==> src/rtl/audio_decim_gain.sv <==
// Audio decimator with volume scaling.
// Reads samples from an upstream FIFO and keeps the first of every DECIM samples.
// Each kept sample is multiplied by a latched signed volume word with BITS
// fractional bits. The product is requantized by truncation toward zero and
// written to a downstream FIFO.
// Optional feature: define AUDIO_DECIM_GAIN_SATURATE_EN to clamp out-of-range
// results to the signed DATA_WIDTH limits. Without it, out-of-range results
// wrap in two's complement.
module audio_decim_gain #(
    parameter int unsigned DATA_WIDTH = 32,
    parameter int unsigned BITS       = 10,
    parameter int unsigned DECIM      = 8,
    parameter int unsigned GAIN_WIDTH = 16
) (
    input  logic                  clock,
    input  logic                  reset,
    input  logic [GAIN_WIDTH-1:0] volume,
    input  logic [DATA_WIDTH-1:0] in_dout,
    input  logic                  in_empty,
    output logic                  in_rd_en,
    input  logic                  out_full,
    output logic [DATA_WIDTH-1:0] out_din,
    output logic                  out_wr_en
);

    localparam int unsigned PW    = DATA_WIDTH + GAIN_WIDTH;
    localparam int unsigned CNT_W = (DECIM > 1) ? $clog2(DECIM) : 1;

    localparam logic [CNT_W-1:0] CNT_LAST = CNT_W'(DECIM - 1);
    // Added to negative products so the arithmetic shift rounds toward zero.
    localparam logic [PW-1:0]    BIAS     = PW'((64'd1 << BITS) - 64'd1);

    localparam logic [1:0] S_READ  = 2'd0;
    localparam logic [1:0] S_MULT  = 2'd1;
    localparam logic [1:0] S_WRITE = 2'd2;

    logic [1:0]            state_q, state_d;
    logic [CNT_W-1:0]      count_q, count_d;
    logic [DATA_WIDTH-1:0] sample_q, sample_d;
    logic [GAIN_WIDTH-1:0] vol_q, vol_d;
    logic [PW-1:0]         prod_q, prod_d;

    logic                  rd_fire;
    logic                  wr_fire;
    logic signed [PW-1:0]  sample_ext;
    logic signed [PW-1:0]  vol_ext;
    logic signed [PW-1:0]  prod_biased;
    logic signed [PW-1:0]  requant;
    logic [DATA_WIDTH-1:0] result;

    // FIFO strobes; both are held low while reset is asserted.
    assign in_rd_en  = !reset && (state_q == S_READ) && !in_empty;
    assign out_wr_en = !reset && (state_q == S_WRITE) && !out_full;
    assign rd_fire   = in_rd_en;
    assign wr_fire   = out_wr_en;

    // Sign-extend both operands to product width before multiplying.
    assign sample_ext = {{GAIN_WIDTH{sample_q[DATA_WIDTH-1]}}, sample_q};
    assign vol_ext    = {{DATA_WIDTH{vol_q[GAIN_WIDTH-1]}}, vol_q};

    // Next-state logic for the read / multiply / write sequence.
    always_comb begin
        state_d  = state_q;
        count_d  = count_q;
        sample_d = sample_q;
        vol_d    = vol_q;
        prod_d   = prod_q;
        unique case (state_q)
            S_READ: begin
                if (rd_fire) begin
                    count_d = (count_q == CNT_LAST) ? '0 : count_q + CNT_W'(1);
                    if (count_q == '0) begin
                        sample_d = in_dout;
                        vol_d    = volume;
                        state_d  = S_MULT;
                    end
                end
            end
            S_MULT: begin
                prod_d  = sample_ext * vol_ext;
                state_d = S_WRITE;
            end
            S_WRITE: begin
                if (wr_fire) begin
                    state_d = S_READ;
                end
            end
            default: begin
                state_d = S_READ;
            end
        endcase
    end

    // Requantize: divide by 2^BITS, truncating toward zero.
    always_comb begin
        prod_biased = $signed(prod_q);
        if (prod_q[PW-1]) begin
            prod_biased = $signed(prod_q + BIAS);
        end
        requant = prod_biased >>> BITS;
    end

`ifdef AUDIO_DECIM_GAIN_SATURATE_EN
    logic [GAIN_WIDTH:0] requant_top;
    logic                requant_ovf;

    // The result fits only when all bits above the output sign bit match it.
    assign requant_top = requant[PW-1:DATA_WIDTH-1];
    assign requant_ovf = !((&requant_top) || !(|requant_top));

    // Clamp out-of-range results to the nearest representable value.
    always_comb begin
        result = requant[DATA_WIDTH-1:0];
        if (requant_ovf) begin
            result = requant[PW-1] ? {1'b1, {(DATA_WIDTH-1){1'b0}}}
                                   : {1'b0, {(DATA_WIDTH-1){1'b1}}};
        end
    end
`else
    logic unused_requant_top;

    // Out-of-range results wrap; the upper requantized bits are dropped.
    assign unused_requant_top = ^requant[PW-1:DATA_WIDTH];
    assign result             = requant[DATA_WIDTH-1:0];
`endif

    // out_din follows the registered product, so it holds while backpressured.
    assign out_din = result;

    // State registers with asynchronous active-high reset.
    always_ff @(posedge clock or posedge reset) begin
        if (reset) begin
            state_q  <= S_READ;
            count_q  <= '0;
            sample_q <= '0;
            vol_q    <= '0;
            prod_q   <= '0;
        end else begin
            state_q  <= state_d;
            count_q  <= count_d;
            sample_q <= sample_d;
            vol_q    <= vol_d;
            prod_q   <= prod_d;
        end
    end

endmodule

==> config.mk <==
export PLATFORM = sky130hd
export DESIGN_NAME = audio_decim_gain
export DESIGN_NICKNAME = d
export VERILOG_FILES = /design/src/rtl/audio_decim_gain.sv
export SDC_FILE = /design/constraint.sdc
export NUM_CORES = 2
export LEC_CHECK = 0
export CAP_MARGIN = 20
export CORE_MARGIN = 2
export CORE_UTILIZATION = 45
export CTS_BUF_LIST = sky130_fd_sc_hd__clkbuf_16
export DETAILED_ROUTE_END_ITERATION = 8
export HOLD_SLACK_MARGIN = 0.06
export PLACE_DENSITY = 0.63
export SYNTH_ARGS = -nofsm -noshare
export SYNTH_HDL_FRONTEND = slang
export SYNTH_SLANG_ARGS = --single-unit
==> constraint.sdc <==
create_clock -name clock -period 11.2 [get_ports clock]
set_input_delay 2.24 -clock clock [delete_from_list [all_inputs] [get_ports clock]]
set_output_delay 2.24 -clock clock [all_outputs]
set_load 0.05 [all_outputs]
; ---- After elaboration in Yosys (flattened, before gate mapping)
; Cells that the tools add are included.
[word_totals]
out_inout_bits = 34
word_cells = 32
in_bits = 52
regBits = 101
[op_classes]
reduce_logical = 12
mux = 6
n_mul = 1
n_eq_ne = 6
n_addsub = 2
[op_table]
columns = operator, n
row1 = $mul 32x16->48, 1
row2 = $add 42x10->42 const B, 1
row3 = $mux 42, 1
row4 = $mux 2, 3
row5 = $pmux 2 s3, 1
row6 = $reduce_and 3->1, 2
row7 = $logic_and 1x1->1, 4
row8 = $ne 2x2->1 const B, 2
row9 = $add 3x1->3 const B, 1
row10 = $eq 3x3->1 const B, 1
row11 = $logic_not 1->1, 3
row12 = $logic_not 3->1, 1
row13 = $mux 3, 1
row14 = $eq 2x1->1 const B, 1
row15 = $eq 2x2->1 const B, 1
row16 = $logic_not 2->1, 1
row17 = $ne 2x1->1 const B, 1
row18 = $reduce_and 2->1, 1

; ---- Logic depth before layout (Yosys ltp)
[depth]
ltp_word = 5
ltp_mapped = 24
depth_no_buf = 23

; ---- Least setup slack after synthesis
; No wires, ideal clock.
[synth_path]
path_type = input to output
startpoint = in reset
endpoint = out in_rd_en
cell_stages = 1
n_path_buf = 0
arrival_time_ns = 4.129
slack_ns = 4.831
t_required_ns = 8.960
cell_sequence = nor4_1
[synth_between]
elab_chain_len = 3
[synth_lines]
columns = element, line
row1 = start: declaration, 16  ; input logic reset,
row2 = $logic_not 1->1 (no line), n/a
row3 = $logic_and 1x1->1 (2 in series), 52  ; assign in_rd_en = !reset && (state_q == S_READ) && !in_empty;
row4 = end: declaration, 20  ; output logic in_rd_en,
; No other way between the ends.

; ---- Worst setup path in the final report
[layout_path]
startpoint = reg vol_q[1]
endpoint = reg prod_q[37]
[layout_between]
elab_chain_len = 1
[layout_lines]
columns = element, line
row1 = start: declaration, 40  ; logic [GAIN_WIDTH-1:0] vol_q, vol_d;
row2 = start signal: assignment, 142  ; vol_q <= vol_d;
row3 = $mul 32x16->48, 80  ; prod_d = sample_ext * vol_ext;
row4 = end signal: assignment, 143  ; prod_q <= prod_d;
row5 = end: declaration, 41  ; logic [PW-1:0] prod_q, prod_d;
; No other way between the ends.
; A chain may end at the register's enable or synchronous reset.

==> results.ini <==
[grt]
overflow=0
grtUsageTotal=0.244
antenna_found_initial=1
grt_pass1_vias=17849
grt_pass1_wl_um=95400
grt_max_degree=76

[final_layout]
num_antenna_cells=0
layout.nets=3179
mostFrequentLayoutCell=inv_1
mostFrequentLayoutCells=inv_1, nand2_1, fa_1
syn_to_final_growth_pct=7.63
drive_above_1_share=0.0214

[detailed_routing]
wl_met3_um=3030
post-route-drc-count=0
drt_iter0_markers=850
wirelength_um=57500
antenna_left=0
wire_per_inst_um=18.2
firstDrtPassIters=5
wl_met2_um=29500
vias_per_cell=5.21
vias=16404
top_layer_used=met4
met1_length_um=22800

[timing]
finalMaxSlewViolations=0
fin_crit_sh=0.614
max_freq_mhz=145
tightest_slew_ns=1.06
finalSetupTns_ns=0
skew_ns=0.0138
worst_slack_ns=4.32
whs_ns=0.481
finalHoldViolCount=0
finalSetupViolCount=0
relSlewSlack=0.293
finalCriticalPeriod_ns=6.88
rsz0062_at_grt=no

[placed_design]
post-place-ws_ns=4.39
place.gp.congestion=0.884
io_buffers=85
dp_hpwl_um=44400

[clocking]
cts_resized=0
cts.sinks=96
cts_buffers=9
cts_setup_buffers=0
clk_path_buf_depth=2
cts_root_buffer=clkbuf_16
clk_latency_ns=0.41
clkTransAtPathRegs_ns=0.08
cts_tree=built
cts_max_level=3
postCtsHoldBufs=0

[worst_setup_path]
crit_path_max_fanout=22
worst-path-buf-inv=6
critPathCaptureType=flip-flop
r2r-end=prod_q[37]
cp_cell_sequence=buf_4 -> nand2_1 -> fa_1 -> inv_1 -> fa_1 -> inv_1 -> fa_1 -> inv_1 -> fa_1 -> fa_1 -> inv_1 -> fa_1 -> inv_1 -> ha_1 -> and2_1 -> and3_1 -> a221oi_1 -> o22ai_1 -> o311ai_0 -> nand4_1 -> o211ai_1
start_kind=flip-flop
arrival_ns=7.19
r2r_slack_ns=4.32
worst_ep_required_time_ns=11.51
slowest_delay_ns=0.65
worstSetupPathType=reg -> reg
crit_family=adder cells
worstRegToRegCells=21
timing.rr.start=vol_q[1]
cpMostUsedCell=fa_1
cp.depth=21
cp_slowest_cell=dfrtp_1

[synthesis]
ys_types=62
yosysTopAreaCellShare=0.442
synth_area_leaders=fa_1, dfrtp_1, inv_1
synthesis.area_sq_mm=0.0220
ys_seq_area_frac=0.109
synth.ff_latch_count=96
yosys_warnings=0
avgSynthCellArea_sq_um=8.73
synth_nets=3173
synth_largest_area_cell=fa_1
synth_flop_cell=dfrtp_1
synth_edf_count=0
syn_inst=2518
async_flop_share=1.00

[min_path]
hold_class=reg -> reg
hold_end=vol_q[14]
hold-path-cell-count=2
min_from=vol_q[14]

[flow_run]
drv_cap=0

[run_status]
outcome=finished, final reports clean

[die]
die_w_um=225
die-area_sq_mm=0.0507
die_h_um=225
start_util=0.453
io_pins=86
core_sq_mm=0.0485
rows=81

==> cells by family (layout without fill, tap and decap cells) <==
group	count (synthesis)	count (layout)	synth area share
simple gates	860	860	0.179
buf+inv	704	715	0.120
mux	2	2	0.000967
flops	96	96	0.109
xor+xnor	72	72	0.0287
fa+ha+maj	603	603	0.509
compound gates	181	181	0.0526
==> cells in the mapped netlist (2+ instances only) <==
cell       count
nand3_1       17
o211ai_1       8
buf_2          3
nand2b_1      15
dfrtp_1       96
a21oi_1       39
a311oi_1       2
a211oi_1       4
o21bai_1       8
fa_1         486
a21o_1        16
inv_1        592
nor3_1        10
nor2_1        52
a211o_1        5
clkbuf_1     101
nor2b_1        4
o21ai_1        3
or3_1          2
o22ai_1        2
o31ai_1        5
buf_1          5
a2bb2oi_1      2
nand2_1      526
o21ai_0       63
and4_1         2
nor4_1         4
and2_1       199
a221oi_1       4
nand3b_1       3
o311ai_0       2
ha_1         117
xnor2_1       49
nand4_1       14
and3_1         6
a31oi_1        4
xor2_1        23
==> through the flow <==
| step | util | cells | cell area, sq um |
|---|---|---|---|
| after global routing | 0.488 | 3151 | 23700 |
| final | 0.488 | 3151 | 23700 |
| after CTS | 0.488 | 3151 | 23700 |
| after global placement | 0.481 | 3135 | 23400 |
| after floorplan | - | 2518 | 22000 |
| after detailed placement | 0.481 | 3135 | 23400 |
==> worst max-delay path by stage <==
| stage | start | to |
|---|---|---|
| detailed placement | reset | in_rd_en |
| floorplan | reset | in_rd_en |
| global placement | reset | in_rd_en |
| global route | vol_q[1] | prod_q[35] |
| CTS | reset | in_rd_en |
| finish | vol_q[1] | prod_q[37] |
==> flip-flops by register name, summed over array words and instances, names as in the netlist <==
| register | cells |
|---|---|
| count_q | 3 |
| state_q | 2 |
| prod_q | 43 |
| vol_q | 16 |
| sample_q | 32 |
==> worst min-delay path, cell delays in order (launching register included) <==
cell     delay (ns)
dfrtp_1        0.35
nand2_1        0.05
nand2_1        0.05
==> final cells by class <==
class	instances	area (sq um)
well taps	622	778
inverters	594	2230
fillers	4617	24900
flip-flops and latches	96	2400
clock buffers	9	225
clock inverters	7	83.8
multi-input cells	1718	16900
repair buffers	105	1000
==> layer usage <==
metal | up-vias | track usage
met5 | - | 0
met1 | 8488 | 0.300
met3 | 117 | 0.0385
met2 | 458 | 0.434
met4 | 0 | 0.0893
li1 | 7341 | -
Power is left out: the tool's default activity adds up to more than one toggle a clock period on the data nets, which glitch-free logic cannot reach.
